## config.mk

```make
export PLATFORM = sky130hd
export DESIGN_NAME = i2c_dice_regs
export DESIGN_NICKNAME = d
export VERILOG_FILES = /design/src/rtl/dice_regs_pkg.sv /design/src/rtl/dice_lfsr16.sv /design/src/rtl/i2c_dice_regs.sv
export SDC_FILE = /design/constraint.sdc
export NUM_CORES = 1
export LEC_CHECK = 0
export ABC_AREA = 1
export CAP_MARGIN = 20
export CORE_UTILIZATION = 40
export CTS_CLUSTER_DIAMETER = 200
export DETAILED_ROUTE_END_ITERATION = 16
export GPL_TIMING_DRIVEN = 0
export HOLD_SLACK_MARGIN = 0.06
export PLACE_DENSITY_LB_ADDON = 0.1
export SYNTH_ARGS = -nofsm -noshare
export SYNTH_HDL_FRONTEND = slang
export SYNTH_SLANG_ARGS = --single-unit
```

## constraint.sdc

```tcl
create_clock -name clk -period 3.5 [get_ports clk]
set_clock_uncertainty 0.05 [all_clocks]
set_input_delay 0.7 -clock clk [delete_from_list [all_inputs] [get_ports clk]]
set_output_delay 0.7 -clock clk [all_outputs]
set_load 0.005 [all_outputs]
```

## src/rtl/dice_regs_pkg.sv

```systemverilog
// Shared constants, register map and FSM encoding for the dice register bank.
package dice_regs_pkg;

    // Register map
    localparam logic [7:0] ADDR_ID       = 8'h00;
    localparam logic [7:0] ADDR_CTRL     = 8'h01;
    localparam logic [7:0] ADDR_SIDES    = 8'h02;
    localparam logic [7:0] ADDR_COUNT    = 8'h03;
    localparam logic [7:0] ADDR_STATUS   = 8'h04;
    localparam logic [7:0] ADDR_RESULT_L = 8'h05;
    localparam logic [7:0] ADDR_RESULT_H = 8'h06;
    localparam logic [7:0] ADDR_SEED     = 8'h07;

    localparam logic [7:0]  ID_VAL     = 8'hD6;
    localparam logic [15:0] LFSR_TAPS  = 16'hB400;
    localparam logic [15:0] LFSR_INIT  = 16'h00A5;
    localparam logic [7:0]  SEED_LOW   = 8'hA5;

    // CTRL bit positions
    localparam int CTRL_START  = 0;
    localparam int CTRL_IRQ_EN = 1;

    // STATUS bit positions
    localparam int STAT_BUSY = 0;
    localparam int STAT_DONE = 1;
    localparam int STAT_ERR  = 2;

    // Roll engine states
    typedef enum logic [1:0] {
        ST_IDLE   = 2'd0,
        ST_DRAW   = 2'd1,
        ST_REDUCE = 2'd2,
        ST_ACCUM  = 2'd3
    } dice_state_t;

    // One Galois right-shift step of the LFSR
    function automatic logic [15:0] lfsr_next(input logic [15:0] l, input logic [15:0] taps);
        return (l >> 1) ^ (l[0] ? taps : 16'h0000);
    endfunction

endpackage

```

## src/rtl/dice_lfsr16.sv

```systemverilog
// 16-bit Galois LFSR with synchronous load; advances one step when step is high.
module dice_lfsr16
    import dice_regs_pkg::*;
#(
    parameter logic [15:0] TAPS = dice_regs_pkg::LFSR_TAPS
)(
    input  logic        clk,
    input  logic        rst_n,
    input  logic        load,
    input  logic [15:0] load_val,
    input  logic        step,
    output logic [15:0] q
);

    // LFSR register: load has priority over step
    always_ff @(posedge clk or negedge rst_n) begin
        if (!rst_n) begin
            q <= LFSR_INIT;
        end else if (load) begin
            q <= load_val;
        end else if (step) begin
            q <= lfsr_next(q, TAPS);
        end
    end

endmodule

```

## src/rtl/i2c_dice_regs.sv

```systemverilog
// Register bank and dice roll engine behind the I2C slave application interface.
// Interface semantics: wen qualifies addr/wdata for exactly one cycle (no back-pressure);
// rdata is a registered view of addr with one cycle of latency; rdata_used is a one-cycle
// notification that the slave has consumed rdata for the current addr.
module i2c_dice_regs
    import dice_regs_pkg::*;
#(
    parameter logic [7:0]  ID_VAL    = dice_regs_pkg::ID_VAL,
    parameter int          MAX_DICE  = 8,
    parameter logic [15:0] LFSR_TAPS = dice_regs_pkg::LFSR_TAPS
)(
    input  logic       clk,
    input  logic       rst_n,
    input  logic       rw,
    input  logic [7:0] addr,
    input  logic       wen,
    input  logic [7:0] wdata,
    input  logic       rdata_used,
    output logic [7:0] rdata,
    output logic       irq
);

    localparam logic [3:0] MAX_CNT = 4'(MAX_DICE);

    // Transfer direction is informational only
    logic unused_rw;
    assign unused_rw = rw;

    dice_state_t state, state_nxt;

    logic        irq_en, irq_en_nxt;
    logic        done, done_nxt;
    logic        err;
    logic [7:0]  sides_r;
    logic [3:0]  count_r;
    logic [10:0] result;

    // Engine shadow state, latched at START
    logic [7:0]  eng_sides;
    logic [3:0]  eng_cnt;
    logic [7:0]  rem;
    logic [10:0] sum_acc;
    logic [10:0] sum_new;

    logic [15:0] lfsr_q;
    logic [15:0] lfsr_nxt;
    logic [7:0]  rdata_mux;

    logic busy;
    logic wr_ctrl;
    logic start_req;
    logic roll_ok;
    logic start_go;
    logic start_bad;
    logic seed_load;
    logic reduce_sub;
    logic roll_last;

    assign busy       = (state != ST_IDLE);
    assign wr_ctrl    = wen && (addr == ADDR_CTRL);
    assign start_req  = wr_ctrl && wdata[CTRL_START] && !busy;
    assign roll_ok    = (sides_r >= 8'd2) && (count_r != 4'd0) && (count_r <= MAX_CNT);
    assign start_go   = start_req && roll_ok;
    assign start_bad  = start_req && !roll_ok;
    assign seed_load  = wen && (addr == ADDR_SEED) && !busy;
    assign reduce_sub = (state == ST_REDUCE) && (rem >= eng_sides);
    assign roll_last  = (state == ST_ACCUM) && (eng_cnt == 4'd1);
    assign lfsr_nxt   = lfsr_next(lfsr_q, LFSR_TAPS);
    assign sum_new    = sum_acc + {3'b000, rem} + 11'd1;

    dice_lfsr16 #(
        .TAPS (LFSR_TAPS)
    ) u_lfsr (
        .clk      (clk),
        .rst_n    (rst_n),
        .load     (seed_load),
        .load_val ({wdata, SEED_LOW}),
        .step     (state == ST_DRAW),
        .q        (lfsr_q)
    );

    // FSM state register
    always_ff @(posedge clk or negedge rst_n) begin
        if (!rst_n) begin
            state <= ST_IDLE;
        end else begin
            state <= state_nxt;
        end
    end

    // FSM next-state: draw, reduce modulo sides, accumulate, repeat per die
    always_comb begin
        state_nxt = state;
        case (state)
            ST_IDLE:   if (start_go) state_nxt = ST_DRAW;
            ST_DRAW:   state_nxt = ST_REDUCE;
            ST_REDUCE: if (!reduce_sub) state_nxt = ST_ACCUM;
            ST_ACCUM:  state_nxt = roll_last ? ST_IDLE : ST_DRAW;
            default:   state_nxt = ST_IDLE;
        endcase
    end

    // Host-writable configuration registers (writable even while a roll runs)
    always_ff @(posedge clk or negedge rst_n) begin
        if (!rst_n) begin
            sides_r <= 8'h00;
            count_r <= 4'h0;
        end else if (wen) begin
            if (addr == ADDR_SIDES) sides_r <= wdata;
            if (addr == ADDR_COUNT) count_r <= wdata[3:0];
        end
    end

    // Roll engine datapath; RESULT only changes when the last die is accumulated
    always_ff @(posedge clk or negedge rst_n) begin
        if (!rst_n) begin
            eng_sides <= 8'h00;
            eng_cnt   <= 4'h0;
            rem       <= 8'h00;
            sum_acc   <= 11'h000;
            result    <= 11'h000;
        end else begin
            if (start_go) begin
                eng_sides <= sides_r;
                eng_cnt   <= count_r;
                sum_acc   <= 11'h000;
            end
            case (state)
                ST_DRAW:   rem <= lfsr_nxt[7:0];
                ST_REDUCE: if (reduce_sub) rem <= rem - eng_sides;
                ST_ACCUM: begin
                    sum_acc <= sum_new;
                    eng_cnt <= eng_cnt - 4'd1;
                    if (roll_last) result <= sum_new;
                end
                default: ;
            endcase
        end
    end

    // Next values of DONE and IRQ_EN; a completing roll beats a same-cycle clear
    always_comb begin
        done_nxt = done;
        if (rdata_used && (addr == ADDR_RESULT_L)) done_nxt = 1'b0;
        if (start_req) done_nxt = 1'b0;
        if (roll_last) done_nxt = 1'b1;
        irq_en_nxt = wr_ctrl ? wdata[CTRL_IRQ_EN] : irq_en;
    end

    // Status flags and interrupt enable
    always_ff @(posedge clk or negedge rst_n) begin
        if (!rst_n) begin
            done   <= 1'b0;
            err    <= 1'b0;
            irq_en <= 1'b0;
        end else begin
            done   <= done_nxt;
            irq_en <= irq_en_nxt;
            if (start_bad) begin
                err <= 1'b1;
            end else if (start_go) begin
                err <= 1'b0;
            end
        end
    end

    // Read mux; unmapped and write-only addresses read zero
    always_comb begin
        rdata_mux = 8'h00;
        case (addr)
            ADDR_ID:       rdata_mux = ID_VAL;
            ADDR_CTRL:     rdata_mux = {6'b0, irq_en, 1'b0};
            ADDR_SIDES:    rdata_mux = sides_r;
            ADDR_COUNT:    rdata_mux = {4'b0, count_r};
            ADDR_STATUS:   rdata_mux = {5'b0, err, done, busy};
            ADDR_RESULT_L: rdata_mux = result[7:0];
            ADDR_RESULT_H: rdata_mux = {5'b0, result[10:8]};
            default:       rdata_mux = 8'h00;
        endcase
    end

    // Registered read data and interrupt (irq tracks DONE with no extra lag)
    always_ff @(posedge clk or negedge rst_n) begin
        if (!rst_n) begin
            rdata <= 8'h00;
            irq   <= 1'b0;
        end else begin
            rdata <= rdata_mux;
            irq   <= irq_en_nxt & done_nxt;
        end
    end

endmodule

```

# ---- Word level (Yosys, flattened, before mapping)
# Cells that the tools add are included.
dict set report classes {
  n_eq_ne 14
  bitwise 2
  multipliers 0
  n_lt_le_gt_ge 3
  n_div 0
  reduce_logical 27
  muxes 20
  addsub 4
  n_shift 0
}
# cell n
set ops {}
lappend ops {{$pmux 8 s7} 1}
lappend ops {{$mux 16} 3}
lappend ops {{$eq 8x3->1 const B} 4}
lappend ops {{$mux 11} 2}
lappend ops {{$eq 8x2->1 const B} 2}
lappend ops {{$pmux 8 s2} 1}
lappend ops {{$xor 15x16->16} 1}
lappend ops {{$logic_and 1x1->1} 12}
lappend ops {{$add 11x1->11 const B} 1}
lappend ops {{$add 11x8->11} 1}
lappend ops {{$reduce_and 2->1} 5}
lappend ops {{$reduce_bool 2->1} 5}
lappend ops {{$eq 8x1->1 const B} 1}
lappend ops {{$ge 8x2->1 const B} 1}
lappend ops {{$ge 8x8->1} 1}
lappend ops {{$logic_not 8->1} 1}
lappend ops {{$mux 4} 2}
lappend ops {{$mux 8} 1}
lappend ops {{$pmux 2 s4} 1}
lappend ops {{$sub 8x8->8} 1}
lappend ops {{$mux 1} 7}
lappend ops {{$ne 2x2->1 const B} 3}
lappend ops {{$eq 2x2->1 const B} 2}
lappend ops {{$eq 4x1->1 const B} 1}
lappend ops {{other kinds (8)} 10}
dict set report word_totals {
  latchBits 0
  romBits 0
  word_cells 84
  output_inout_bits 9
  ramBits 0
  input_bits 21
  regBits 84
  n_memories 0
}

# ---- Longest topological paths before layout
# Gate-level depths: netlist (run 1).
dict set report logic_depth {
  ltp_word 7
  ltp_mapped 14
  ltp_nobuf 13
}

# ---- Hierarchy
# A second synthesis (run 1) with hierarchy kept.
dict set report hier_totals {
  hier_cells 645
  area_unflattened_um2 4853.4
}
# mod seq_area_each_um2 n_inst area_each_um2 cells_each
set modules_own_cells {}
lappend modules_own_cells {i2c_dice_regs 1701.6 1 4073.9 545}
lappend modules_own_cells {dice_lfsr16 405.4 1 779.5 100}

# ---- Worst setup path before layout (run 1)
# No wires, ideal clock.
dict set report synth_path {
  path_kind {register -> register}
  start {reg rem[0]}
  end {reg state[0]}
  setup_ps 117
  path_stages_with_launch 14
  t_arrival_ps 1636
  path_slack_ps 1697
  synth_period_minus_slack_ps 1803
  required_time_ps 3333
  n_path_buf 1
  path_cell_list {dfrtp_1 inv_1 ha_1 inv_1 fa_1 nand2_1 nand2_1 nand2_1 nand3_1 nand2_1 buf_6 nand2_1 nand2_1 nand2_1}
}
dict set report synth_between {
  elab_chain_len 4
}
# element line_no
set synth_rtl {}
lappend synth_rtl {{from (decl)} i2c_dice_regs.sv:41} ;# logic [7:0] rem;
lappend synth_rtl {{from (signal assigned)} i2c_dice_regs.sv:129} ;# ST_DRAW: rem <= lfsr_nxt[7:0];
lappend synth_rtl {{from (signal assigned)} i2c_dice_regs.sv:130} ;# ST_REDUCE: if (reduce_sub) rem <= rem - eng_sides;
lappend synth_rtl {{$ge 8x8->1} i2c_dice_regs.sv:66} ;# assign reduce_sub = (state == ST_REDUCE) && (rem >= eng_sides);
lappend synth_rtl {{$logic_and 1x1->1} i2c_dice_regs.sv:66}
lappend synth_rtl {{$ne 2x2->1 (no line)} --}
lappend synth_rtl {{$reduce_and 2->1 (no line)} --}
lappend synth_rtl {{to (signal assigned)} i2c_dice_regs.sv:87} ;# state <= state_nxt;
lappend synth_rtl {{to (decl)} i2c_dice_regs.sv:29} ;# dice_state_t state, state_nxt;
# No other way between the ends.
# A chain may end at the register's enable or synchronous reset.

# ---- Worst setup path after layout (run 1)
dict set report layout_path {
  start {reg rem[0]}
  end {reg rem[7]}
}
dict set report layout_between {
  elab_chain_len 4
  elab_cells_between_ends 7
  cone_classes {1 x add/sub; 1 x order compare; 1 x eq/ne; 2 x mux; 2 x reduce/logical}
}
# element line_no
set layout_rtl {}
lappend layout_rtl {{$ge 8x8->1} i2c_dice_regs.sv:66}
lappend layout_rtl {{$logic_and 1x1->1} i2c_dice_regs.sv:66}
lappend layout_rtl {{$ne 2x2->1 (no line)} --}
lappend layout_rtl {{$reduce_and 2->1 (no line)} --}
# Parallel ways exist; a longest one is shown, timed or not. The select of a mux whose other input is x is not followed.

==> metrics.md, run 1 <==
| Metric | Value |
|---|---|
| Share of cells above drive strength 1 | `under 10%` |
| Hold Vio Cnt, Final | `0` |
| Starting DRC count in detailed routing | `between 200 and 300` |
| First-pass GRT wire length | `roughly 21000 um` |
| Worst-Margin Slew | `589 ps` |
| Rows | `40` |
| EDFF count, synth | `0` |
| Core footprint | `~12000 um^2` |
| GP Congestion | `~0.84` |
| CP Launch Type | `flip-flop` |
| Final nets | `between 700 and 800` |
| H-tree depth | `3` |
| Worst-path clk slew | `roughly 70 ps` |
| Met3 WL | `a little over 500 um` |
| Mapped Avg Cell Area | `around 7.6 um^2` |
| Via count | `between 4000 and 5000` |
| Die area | `between 10000 and 15000 um^2` |
| Max-Cap Viols | `0` |
| Vias in the first global route | `~4200` |
| CTS tree | `yes` |
| CTS root buf | `clkbuf_16` |
| DP Area | `around 5400 um^2` |
| FFs w/ async S/R, synth | `100%` |
| Final slew viol count | `0` |
| Fin util | `a little under half` |
| Mapped Cells | `646` |
| DP HPWL | `roughly 9400 um` |
| Number of I/O pins | `30` |
| # fillers | `1212` |
| Avg WL per Cell | `14.8 um` |
| Syn nets | `slightly below 700` |
| DRC viols | `0` |
| Non-Filler Instances | `about 840` |
| Synth top area share | `roughly two fifths` |
| # hold bufs at CTS | `0` |
| Total congestion overflow | `0` |
| YS warnings | `0` |
| Crit path DAT | `2330 ps` |
| Total Routing Usage GR | `roughly 22%` |
| Final WL | `around 12000 um` |
| Synth top area cells | `dfrtp_1 41%, nand2_1 14%, nand3_1 8.2%` |
| Top Metal Used | `met4` |
| Drt pass-1 iters | `5` |
| Yosys reg bits | `84` |
| Fin crit share | `around three fifths` |
| CP Class | `reg -> reg` |
| Seq/Total Area, Yosys | `a little over two fifths` |
| Via/cell ratio | `slightly above 5` |
| TritonCTS Buffers | `9` |
| Max VDD drop | `between 0.0002 and 0.0003 V` |
| Largest net degree at the start of global routing | `between 40 and 50` |
| Slew HR | `60.7%` |
| Post-route ant nets | `0` |
| Area growth, synth to finish | `15.8%` |
| DIE WIDTH | `roughly 110 um` |
| Pwr/cell area | `783 nW/um^2` |
| Met1 wire length | `5900 um` |
| Static Leak | `0.00290 uW` |
| Req. time, crit path | `roughly 3700 ps` |
| RSZ-0062 raised after global routing | `no` |
| WHS | `296 ps` |
| Post-Syn Area | `just under 5000 um^2` |
| Chip height | `approximately 110 um` |
| Initial core utilization | `between 40% and 50%` |
| Post-synth cell types | `36` |
| Highest clock rate | `between 0.4 and 0.5 GHz` |
| CP Max Fanout | `10` |
| Finish-stage setup viols | `0` |
| Routed wl met2 | `slightly below 6000 um` |
| Yosys top cell by area | `dfrtp_1` |
| Final Cell Area | `roughly 5700 um^2` |
| Minimum clock period | `about 2100 ps` |
| Clock Path Buffers | `2` |
| Placed Instances | `roughly 800` |
| Crit path capture type | `flip-flop` |
| Status | `complete, no violations` |
| Synth Flop Type | `dfrtp_1` |
| Post-CTS Setup Inserts | `0` |
| Number of antenna violations at the first check in global routing | `0` |
| Clock Sinks | `84` |
| Port Buf Inserts | `28` |
| Resized cells post-CTS | `0` |
| Hold WC Path Type | `in -> async` |
| Antenna diode instance count | `0` |
| Later-pin clock latency in the skew report | `approximately 350 ps` |
area by class of cell:
cell class | count | area (um^2) | area share (%)
Sequential cell | 84 | 2110 | 37.0
Timing Repair Buffer | 29 | 305 | 5.35
Tap cell | 147 | 184 | 3.23
Clock buffer | 12 | 256 | 4.50
Multi-Input combinational cell | 454 | 2360 | 41.3
Inverter | 91 | 342 | 5.99
Clock inverter | 4 | 33.8 | 0.592
Buffer | 17 | 118 | 2.06
flip-flops by register name (all words and copies together) (netlist names), 8 cells and up:
name       count
rdata          8
rem            8
eng_sides      8
sum_acc       11
sides_r        8
result        11
u_lfsr.q      16
placed cells by master, fill, tap and decap left out, drive strengths merged, types with 13 or more instances in the layout:
master,synthesis,layout
inv,90,91
clkbuf,1,13
ha,22,22
nor2,48,48
a21oi,13,13
nand2,198,198
nand3,83,83
clkdlybuf4s50,0,27
buf,16,18
o21ai,53,53
dfrtp,80,80
stage by stage:
stage,setup slack [ps],setup TNS (ps),power (uW)
final,1410,0,4460
after global routing,1250,0,4910
after CTS,1410,0,4480
after detailed placement,1040,0,3520
after global placement,-1580,-128400,3480
after floorplan,1700,0,2990
kinds of logic after synthesis:
kind of cell             share of synthesized area, %
AO/OA/AOI/OAI                                    9.68
XOR/XNOR                                         1.07
adder cells (fa/ha/maj)                          6.41
buffers and inverters                            9.33
flip-flops                                       42.8
AND/OR/NAND/NOR                                  30.7
critical path: stages, from the launching register on:
cell and delay, ps:
dfrtp_1 360, inv_1 140, ha_1 170, inv_1 70, fa_1 440, nand2_1 90
nand2_1 80, nand2_1 60, nand3_1 60, nand2_1 110, buf_6 160, nand2_1 80
nand2_1 80, nand2_1 50, inv_1 50
path summary, 6_finish.rpt:
kind,from,endpoint,slack (ps),depth (start not counted)
worst min-delay path,rst_n,rem[6],300,1
min in group clk,result[7],result[7],430,2
worst max register to register,rem[0],rem[7],1410,14
worst max-delay path,rem[0],rem[7],1410,14
max in group asynchronous,rst_n,rdata[2],2480,2
worst min register to register,result[7],result[7],430,2
where the power goes:
group	switching, uW	internal (uW)
clock network	413	526
logic	1290	760
registers	208	1270
total	1910	2550
layer usage:
layer	vias to the layer above	track usage [%]
li1	2154	-
met3	14	4.23
met2	82	34.6
met4	0	6.40
met1	1996	30.2
met5	-	0
Yosys cell counts (2+ instances only):
cell	count
buf_1	5
or2_2	2
nand2_4	2
fa_1	2
nand3_2	2
nor2_1	41
buf_2	4
nand2_1	189
inv_2	2
o21ai_1	8
o22ai_1	3
nand3_1	81
nand4_1	10
buf_6	6
o21ai_2	5
o211ai_2	4
dfstp_2	4
inv_1	88
o211ai_1	4
o21ai_0	40
nor2_2	3
ha_1	22
nand2_2	7
xnor2_1	5
a31oi_1	2
dfrtp_1	80
a21oi_1	13
nor2_4	4
Power figures use the tool's default switching activity.
==> run 2, diff against run 1 <==
Clock period 3.5 ns to 2.2 ns, I/O delays scaled along.
==> metrics.md, run 2 (synthesis gave the netlist of run 1 again) <==
| Metric | Value |
|---|---|
| Via count | `~4200` |
| First-pass GRT wire length | `between 20000 and 25000 um` |
| Clock Sinks | `between 80 and 90` |
| Final WL | `around 12000 um` |
| DIE WIDTH | `113 um` |
| Worst path buffer plus inverter count | `4` |
| CP Launch Type | `flip-flop` |
| Cell mode on critical path | `nand2_1` |
| CTS root buf | `clkbuf_16` |
| H-tree depth | `3` |
| Clock Path Buffers | `2` |
| Fin crit share | `between 90% and 100%` |
| CP Max Fanout | `10` |
| Crit path capture type | `flip-flop` |
| Critical-path cell list | `inv_1 > ha_1 > inv_1 > fa_2 > nand2_1 > nand2_1 > nand2_1 > nand3_1 > nand2_1 > buf_6 > nand2_1 > nand2_1 > nand2_1 > inv_1` |
| Total congestion overflow | `0` |
| Worst-path clk slew | `~70 ps` |
| Reg2reg setup slack | `170 ps` |
| Minimum clock period | `~2000 ps` |
| Number of I/O pins | `30` |
| Hold WC Path Type | `reg -> reg` |
| Avg WL per Cell | `roughly 15 um` |
| Placed Instances | `around 820` |
| Max VDD drop | `roughly 0.00046 V` |
| Number of antenna violations at the first check in global routing | `0` |
| Critical hold path startpoint | `result[7]` |
| Highest clock rate | `about 0.49 GHz` |
| DP HPWL | `roughly 9400 um` |
| Reg2Reg Depth | `14` |
| Hold Vio Cnt, Final | `0` |
| Commonest non-fill, non-tap cells in the layout | `189 x nand2_1, 88 x inv_1, 81 x nand3_1` |
| Initial core utilization | `between 40% and 50%` |
| Total power | `approximately 7100 uW` |
| Final Cell Area | `about 5700 um^2` |
| Vias in the first global route | `approximately 4200` |
| Static Leak | `around 0.0029 uW` |
| CP top delay family | `simple AND/OR/NAND/NOR gates` |
| Slew HR | `about three fifths` |
| Worst-Margin Slew | `586 ps` |
| Hold path depth | `2` |
| Later-pin clock latency in the skew report | `approximately 350 ps` |
| Total Routing Usage GR | `between 20% and 30%` |
| End of the worst hold path | `result[7]` |
| TritonCTS Buffers | `9` |
| Via/cell ratio | `5.06` |
| Pwr/cell area | `between 1000 and 1500 nW/um^2` |
| CP Class | `reg -> reg` |
| Crit path DAT | `~2300 ps` |
| Largest net degree at the start of global routing | `44` |
| Req. time, crit path | `between 2000 and 2500 ps` |
| Final slew viol count | `0` |
| Top Registers | `u_lfsr.q: 16 flops, result: 11 flops, sum_acc: 11 flops` |
| Status | `complete, no violations` |
| Die area | `between 10000 and 15000 um^2` |
| Port Buf Inserts | `28` |
| Commonest non-fill, non-tap cell in the layout | `nand2_1` |
| Share of cells above drive strength 1 | `9.39%` |
| CTS tree | `yes` |
| Worst r2r src | `rem[0]` |
| Antenna diode instance count | `0` |
| DP Area | `5410 um^2` |
| Highest-delay cell along the critical path | `fa_2` |
| Reg2reg end | `rem[7]` |
| Core footprint | `12000 um^2` |
| Worst path max stage delay | `380 ps` |
| Drt pass-1 iters | `5` |
| Rows | `40` |
| Finish-stage setup viols | `0` |
| GP Congestion | `0.836` |
| Area growth, synth to finish | `16.1%` |
| Largest register FFs | `16` |
| DRC viols | `0` |
| Post-CTS Setup Inserts | `0` |
| Chip height | `between 100 and 150 um` |
| Starting DRC count in detailed routing | `between 200 and 250` |
| Non-Filler Instances | `between 800 and 900` |
| Largest Register | `u_lfsr.q` |
| Max-Cap Viols | `0` |
| Post-route ant nets | `0` |
| Final nets | `about 730` |
| # fillers | `approximately 1200` |
| RSZ-0062 raised after global routing | `no` |
-- run 2: changes by cell type in the layout (fill, tap and decap cells not counted), sizes merged --
cell,change
dlygate4sd3,+1
-- run 2: metrics by stage --
stage          setup slack, ps  setup TNS, ps  utilization [%]  hold WS, ps
2_1_floorplan              397              0                -         94.4
3_3_place_gp             -2620        -215760             44.8          420
3_5_place_dp             -2.13          -2.13             45.1          416
4_1_cts                    106              0             47.6          438
5_1_grt                   32.1              0             47.6          467
6_report                   173              0             47.6          433
-- run 2: worst max path at each step --
| stage | startpoint | end | depth (start not counted) |
|---|---|---|---|
| 3_5_place_dp | addr[7] | irq | 10 |
| 2_1_floorplan | rem[0] | state[0] | 13 |
| 3_3_place_gp | rst_n | irq_en | 1 |
| 6_report | rem[0] | rem[7] | 14 |
| 4_1_cts | rem[0] | rem[7] | 14 |
| 5_1_grt | rem[1] | result[8] | 10 |
-- run 2: final cells by class --
class                           count  area [um^2]  area share [%]
Multi-Input combinational cell    454         2360            41.3
Sequential cell                    84         2110            36.9
Inverter                           91          342            5.98
Timing Repair Buffer               30          315            5.52
Clock buffer                       12          256            4.49
Tap cell                          147          184            3.22
Buffer                             17          118            2.06
Clock inverter                      4         33.8           0.591
-- run 2: worst register-to-register path: stages (launching register included) --
cell and delay, ps:
dfrtp_1 360, inv_1 140, ha_1 170, inv_1 70
fa_2 380, nand2_1 80, nand2_1 70, nand2_1 60
nand3_1 60, nand2_1 110, buf_6 160, nand2_1 80
nand2_1 80, nand2_1 50, inv_1 50
-- run 2: power by group --
| group | leakage (uW) | internal [uW] | switching [uW] | total (uW) |
|---|---|---|---|---|
| Combinational | 0.00169 | 1210 | 2050 | 3260 |
| Sequential | 0.00107 | 2020 | 331 | 2350 |
| Clock | 0.000139 | 836 | 658 | 1490 |
-- run 2: timing repair --
item	in CTS	in global routing
setup endpoints to repair	0	4
resized for setup	0	1
hold buffers	1	0
hold endpoints to repair	2	0
-- run 2: layer usage --
layer	vias to the layer above	wire (um)	GRT usage, %
met2	80	5890	34.6
li1	2157	-	-
met3	14	587	4.18
met5	-	0	0
met1	1992	5860	30.2
met4	0	155	6.40
==> run 3, diff against run 2 <==
Settings changed: CELL_PAD_IN_SITES_DETAIL_PLACEMENT set to 2, CELL_PAD_IN_SITES_GLOBAL_PLACEMENT set to 2, CORE_UTILIZATION 40 to 35.
==> metrics.md, run 3 (synthesis gave the netlist of run 1 again) <==
| Metric | Value |
|---|---|
| CP Max Fanout | `9` |
| Initial core utilization | `between 30% and 40%` |
| Antenna diode instance count | `0` |
| First-pass GRT wire length | `~26000 um` |
| CTS root buf | `clkbuf_16` |
| Final nets | `between 700 and 800` |
| TritonCTS Buffers | `9` |
| Die area | `14500 um^2` |
| Highest-delay cell along the critical path | `fa_2` |
| Total Routing Usage GR | `a little under a quarter` |
| Final WL | `approximately 16000 um` |
| Slew HR | `about three fifths` |
| Pwr/cell area | `roughly 1300 nW/um^2` |
| Worst-Margin Slew | `between 600 and 700 ps` |
| Crit path capture type | `flip-flop` |
| Post-route ant nets | `0` |
| Hold WC Path Type | `reg -> reg` |
| Port Buf Inserts | `28` |
| Later-pin clock latency in the skew report | `340 ps` |
| DIE WIDTH | `121 um` |
| DRC viols | `0` |
| Commonest non-fill, non-tap cell in the layout | `nand2_1` |
| Crit path DAT | `roughly 2300 ps` |
| Highest clock rate | `approximately 0.46 GHz` |
| Avg WL per Cell | `between 15 and 20 um` |
| GP Congestion | `roughly 0.82` |
| DP Area | `approximately 5400 um^2` |
| CP Launch Type | `flip-flop` |
| Max-Cap Viols | `0` |
| Reg2Reg Depth | `12` |
| H-tree depth | `3` |
| Final slew viol count | `0` |
| Multi-input gate area | `roughly 2400 um^2` |
| Vias in the first global route | `4901` |
| Req. time, crit path | `approximately 2400 ps` |
| Minimum clock period | `2170 ps` |
| # fillers | `around 1600` |
| Core footprint | `around 13000 um^2` |
| Via/cell ratio | `roughly 5.1` |
| Largest register FFs | `16` |
| Share of cells above drive strength 1 | `between 10% and 20%` |
| Hold Vio Cnt, Final | `0` |
| Clock Path Buffers | `2` |
| Commonest non-fill, non-tap cells in the layout | `185 x nand2_1, 86 x inv_1, 80 x nand3_1` |
| Number of I/O pins | `30` |
| Clock Sinks | `84` |
| Sequential cell area | `2110 um^2` |
| Fin crit share | `a little over nine tenths` |
| Final Cell Area | `approximately 5800 um^2` |
| Total congestion overflow | `0` |
| Starting DRC count in detailed routing | `175` |
| DP HPWL | `around 12000 um` |
| Finish-stage setup viols | `0` |
| Top Registers | `u_lfsr.q: 16 flops, result: 11 flops, sum_acc: 11 flops` |
| Largest Register | `u_lfsr.q` |
| Setup_tns | `0 ps` |
| Number of antenna violations at the first check in global routing | `0` |
| CTS tree | `yes` |
| Largest net degree at the start of global routing | `51` |
| RSZ-0062 raised after global routing | `yes` |
| Cell mode on critical path | `nand2_2` |
| Chip height | `between 100 and 150 um` |
| Critical-path cell list | `inv_2 > ha_1 > inv_2 > fa_2 > nand2_2 > nand2_2 > nand2_1 > nand3_1 > nand2_2 > nand2_2 > nand2_1 > o21ai_0` |
| Worst-path clk slew | `60 ps` |
| Drt pass-1 iters | `4` |
| Rows | `42` |
| Worst path max stage delay | `between 400 and 500 ps` |
| CP Class | `reg -> reg` |
| Hold path depth | `2` |
| Static Leak | `~0.0029 uW` |
| Status | `complete, no violations` |
| Max VDD drop | `0.000485 V` |
| Area growth, synth to finish | `17.9%` |
| Via count | `4438` |
run 3: cell types whose count changed in the layout (fill, tap and decap cells not counted), sizes merged:
cell and delta:
buf +3, clkbuf -1, inv +1, clkinv +1
run 3: critical path, delay by kind of cell, from the launching register on:
family          cells  cell delay [ps]
compound gates      1              100
fa+ha+maj           2              610
simple gates        7              760
buf+inv             2              160
flops               1              380
run 3: metal layers:
| metal | share of wire [%] | global-route usage, % |
|---|---|---|
| met1 | 47 | 30.6 |
| met4 | 0.47 | 4.71 |
| met5 | 0 | 0 |
| met3 | 2.2 | 3.82 |
| met2 | 51 | 40.6 |
run 3: worst paths after layout:
check | from | end | slack [ps]
max reg2reg | rem[0] | rem[0] | 30
max | rem[0] | rem[0] | 30
max in group asynchronous | rst_n | u_lfsr.q[5] | 890
min in group asynchronous | rst_n | u_lfsr.q[12] | 550
min reg2reg | result[10] | result[10] | 440
min | result[10] | result[10] | 440
run 3: power by group:
part | switching, uW | leakage (uW) | internal, uW
sequential | 355 | 0.00107 | 2020
combinational | 2280 | 0.00172 | 1280
clock | 660 | 0.000133 | 776
run 3: final cells by class:
type,count,share of cell area [%]
Multi-Input combinational cell,454,40.9
Inverter,91,5.88
Sequential cell,84,36.3
Buffer,17,2.09
Tap cell,176,3.79
Timing Repair Buffer,34,6.25
Clock buffer,10,3.94
Clock inverter,6,0.819
run 3: per-stage QoR:
stage	total power, uW	instances	hold WS, ps	util [%]	worst slack [ps]
CTS	7350	868	449	42.6	42.5
global placement	5600	850	419	40.3	-2600
detailed placement	5830	851	391	40.5	-87.6
floorplan	4750	646	94.4	-	397
finish	7380	872	441	43.1	25.2
global route	8020	872	472	43.1	-73.9
run 3: what timing repair did:
| item | in CTS | in global routing |
|---|---|---|
| resized for setup | 1 | 9 |
| setup endpoints to repair | 2 | 7 |
| setup buffers | 0 | 3 |
| cloned | 0 | 1 |
| hold buffers | 1 | 0 |
| pin swaps | 0 | 2 |
| hold endpoints to repair | 34 | 0 |
==> variant (flow settings as in run 3) <==
Re-encode `dice_state_t` (4 states) as one-hot, 4 bits wide.
--- a/src/rtl/dice_regs_pkg.sv
+++ b/src/rtl/dice_regs_pkg.sv
@@ -26,11 +26,11 @@
     localparam int STAT_ERR  = 2;
 
     // Roll engine states
-    typedef enum logic [1:0] {
-        ST_IDLE   = 2'd0,
-        ST_DRAW   = 2'd1,
-        ST_REDUCE = 2'd2,
-        ST_ACCUM  = 2'd3
+    typedef enum logic [3:0] {
+        ST_IDLE   = 4'b0001,
+        ST_DRAW   = 4'b0010,
+        ST_REDUCE = 4'b0100,
+        ST_ACCUM  = 4'b1000
     } dice_state_t;
 
     // One Galois right-shift step of the LFSR
Check against the original RTL: no difference found for any inputs over 4 cycles, from zero or initial values and one cycle with rst_n low; so few cycles prove little.
==> variant against run 3 <==
  * Combinational power shrank 17%
  * Wire length up 2.4%
  * Sequential share of layout area increased by 0.44 points
  * Final cell count shrank 0.57%
  * Cell area is 1.1% higher
  * Via count up 0.83%
  * Power shrank 7.9%
  * First-iteration DRC count shrank 20%
  * Sequential cell count up 2
  * Area after synthesis is 1.3% higher
  * Worst setup slack better by 0.11 ns
==> variant: results (changes against run 3) <==
Pwr Density=1157 mW/mm^2 (-8.9%); Clock Power Share=23.8% (+4.3 points); Placed Instance Area=0.005518 mm^2 (+1.3%); top post-synthesis cells by area=dfrtp_1 41%, nand2_1 14%, nand3_1 6.8%; Finished Layout Cells=867 (-0.57%); first-pass GRT wire length=26290 um (+2.0%); Setup WS post-layout=0.1322 ns (+0.1070 ns); grt met2 use=40.55% (-0.071 points); Switch Pwr=2.897 mW (-12%); critical path's slowest cell=dfrtp_1; Worst R2R Setup Slack=0.13 ns (+0.11 ns); drt first-iter violations=140 (-20%); wl on met1=7487 um (+1.1%); multi-input combinational gate total=448 (-1.3%); status=finished clean; xor/xnor share of the synthesized area=1.405% (+0.34 points); highest cell delay on the worst timing path=0.40 ns (-0.03 ns); syn_nets=680 (-1.6%); met3 WL=372 um (+7.8%); data arrival time of the critical path=2.30 ns (-0.04 ns); Post-Synth Adder-Cell Area=5.319% (-1.1 points); GR met3 Demand/Resource=3.383% (-0.44 points); Post-DP HPWL=12520 um (+3.2%); largest net degree at the start of global routing=45 (-12%); clock-cell share of area=5.158% (+0.39 points); Detailed Routing Iterations Pass 1=5 (+1); Signal buffers=47 (-7.8%); sequential cell area=0.002158 mm^2 (+2.4%); Mean Syn Cell Area=7.805 um^2 (+2.4%); cts repair resizes=2 (+1); met1 Usage GRT=30.76% (+0.15 points); Multi-input gate area=0.002399 mm^2 (+1.1%); sequential power share=32.5% (+0.3 points); synth unique cells=40 (+11%); DR vias=4475 (+0.83%); post-synthesis sequential area ratio=43.28% (+0.47 points); GRT Total Usage=23.78% (+0.41 points); Wirelength per Cell=18.69 um (+3.0%)
variant: cell count changes after synthesis, moves of 5 or more:
| cell | before | now |
|---|---|---|
| nand3_1 | 81 | 68 |
| nand3_2 | 2 | 8 |
| or2_2 | 2 | 7 |
| o21ai_0 | 40 | 33 |
| inv_1 | 88 | 83 |
| nand2_1 | 189 | 182 |
variant: how the worst min path moves through the flow:
stage                                        start                  endpoint  slack, ns  cells past startpoint
after floorplan                              rst_n    count_r[0]$_DFFE_PN0P_       0.09                      0
final                     eng_sides[1]$_DFFE_PN0P_  eng_sides[1]$_DFFE_PN0P_       0.44                      2
after global placement       result[8]$_DFFE_PN0P_     result[8]$_DFFE_PN0P_       0.41                      2
after CTS                 eng_sides[1]$_DFFE_PN0P_  eng_sides[1]$_DFFE_PN0P_       0.45                      2
after detailed placement     result[2]$_DFFE_PN0P_     result[2]$_DFFE_PN0P_       0.43                      2
after global routing      eng_sides[4]$_DFFE_PN0P_  eng_sides[4]$_DFFE_PN0P_       0.47                      2
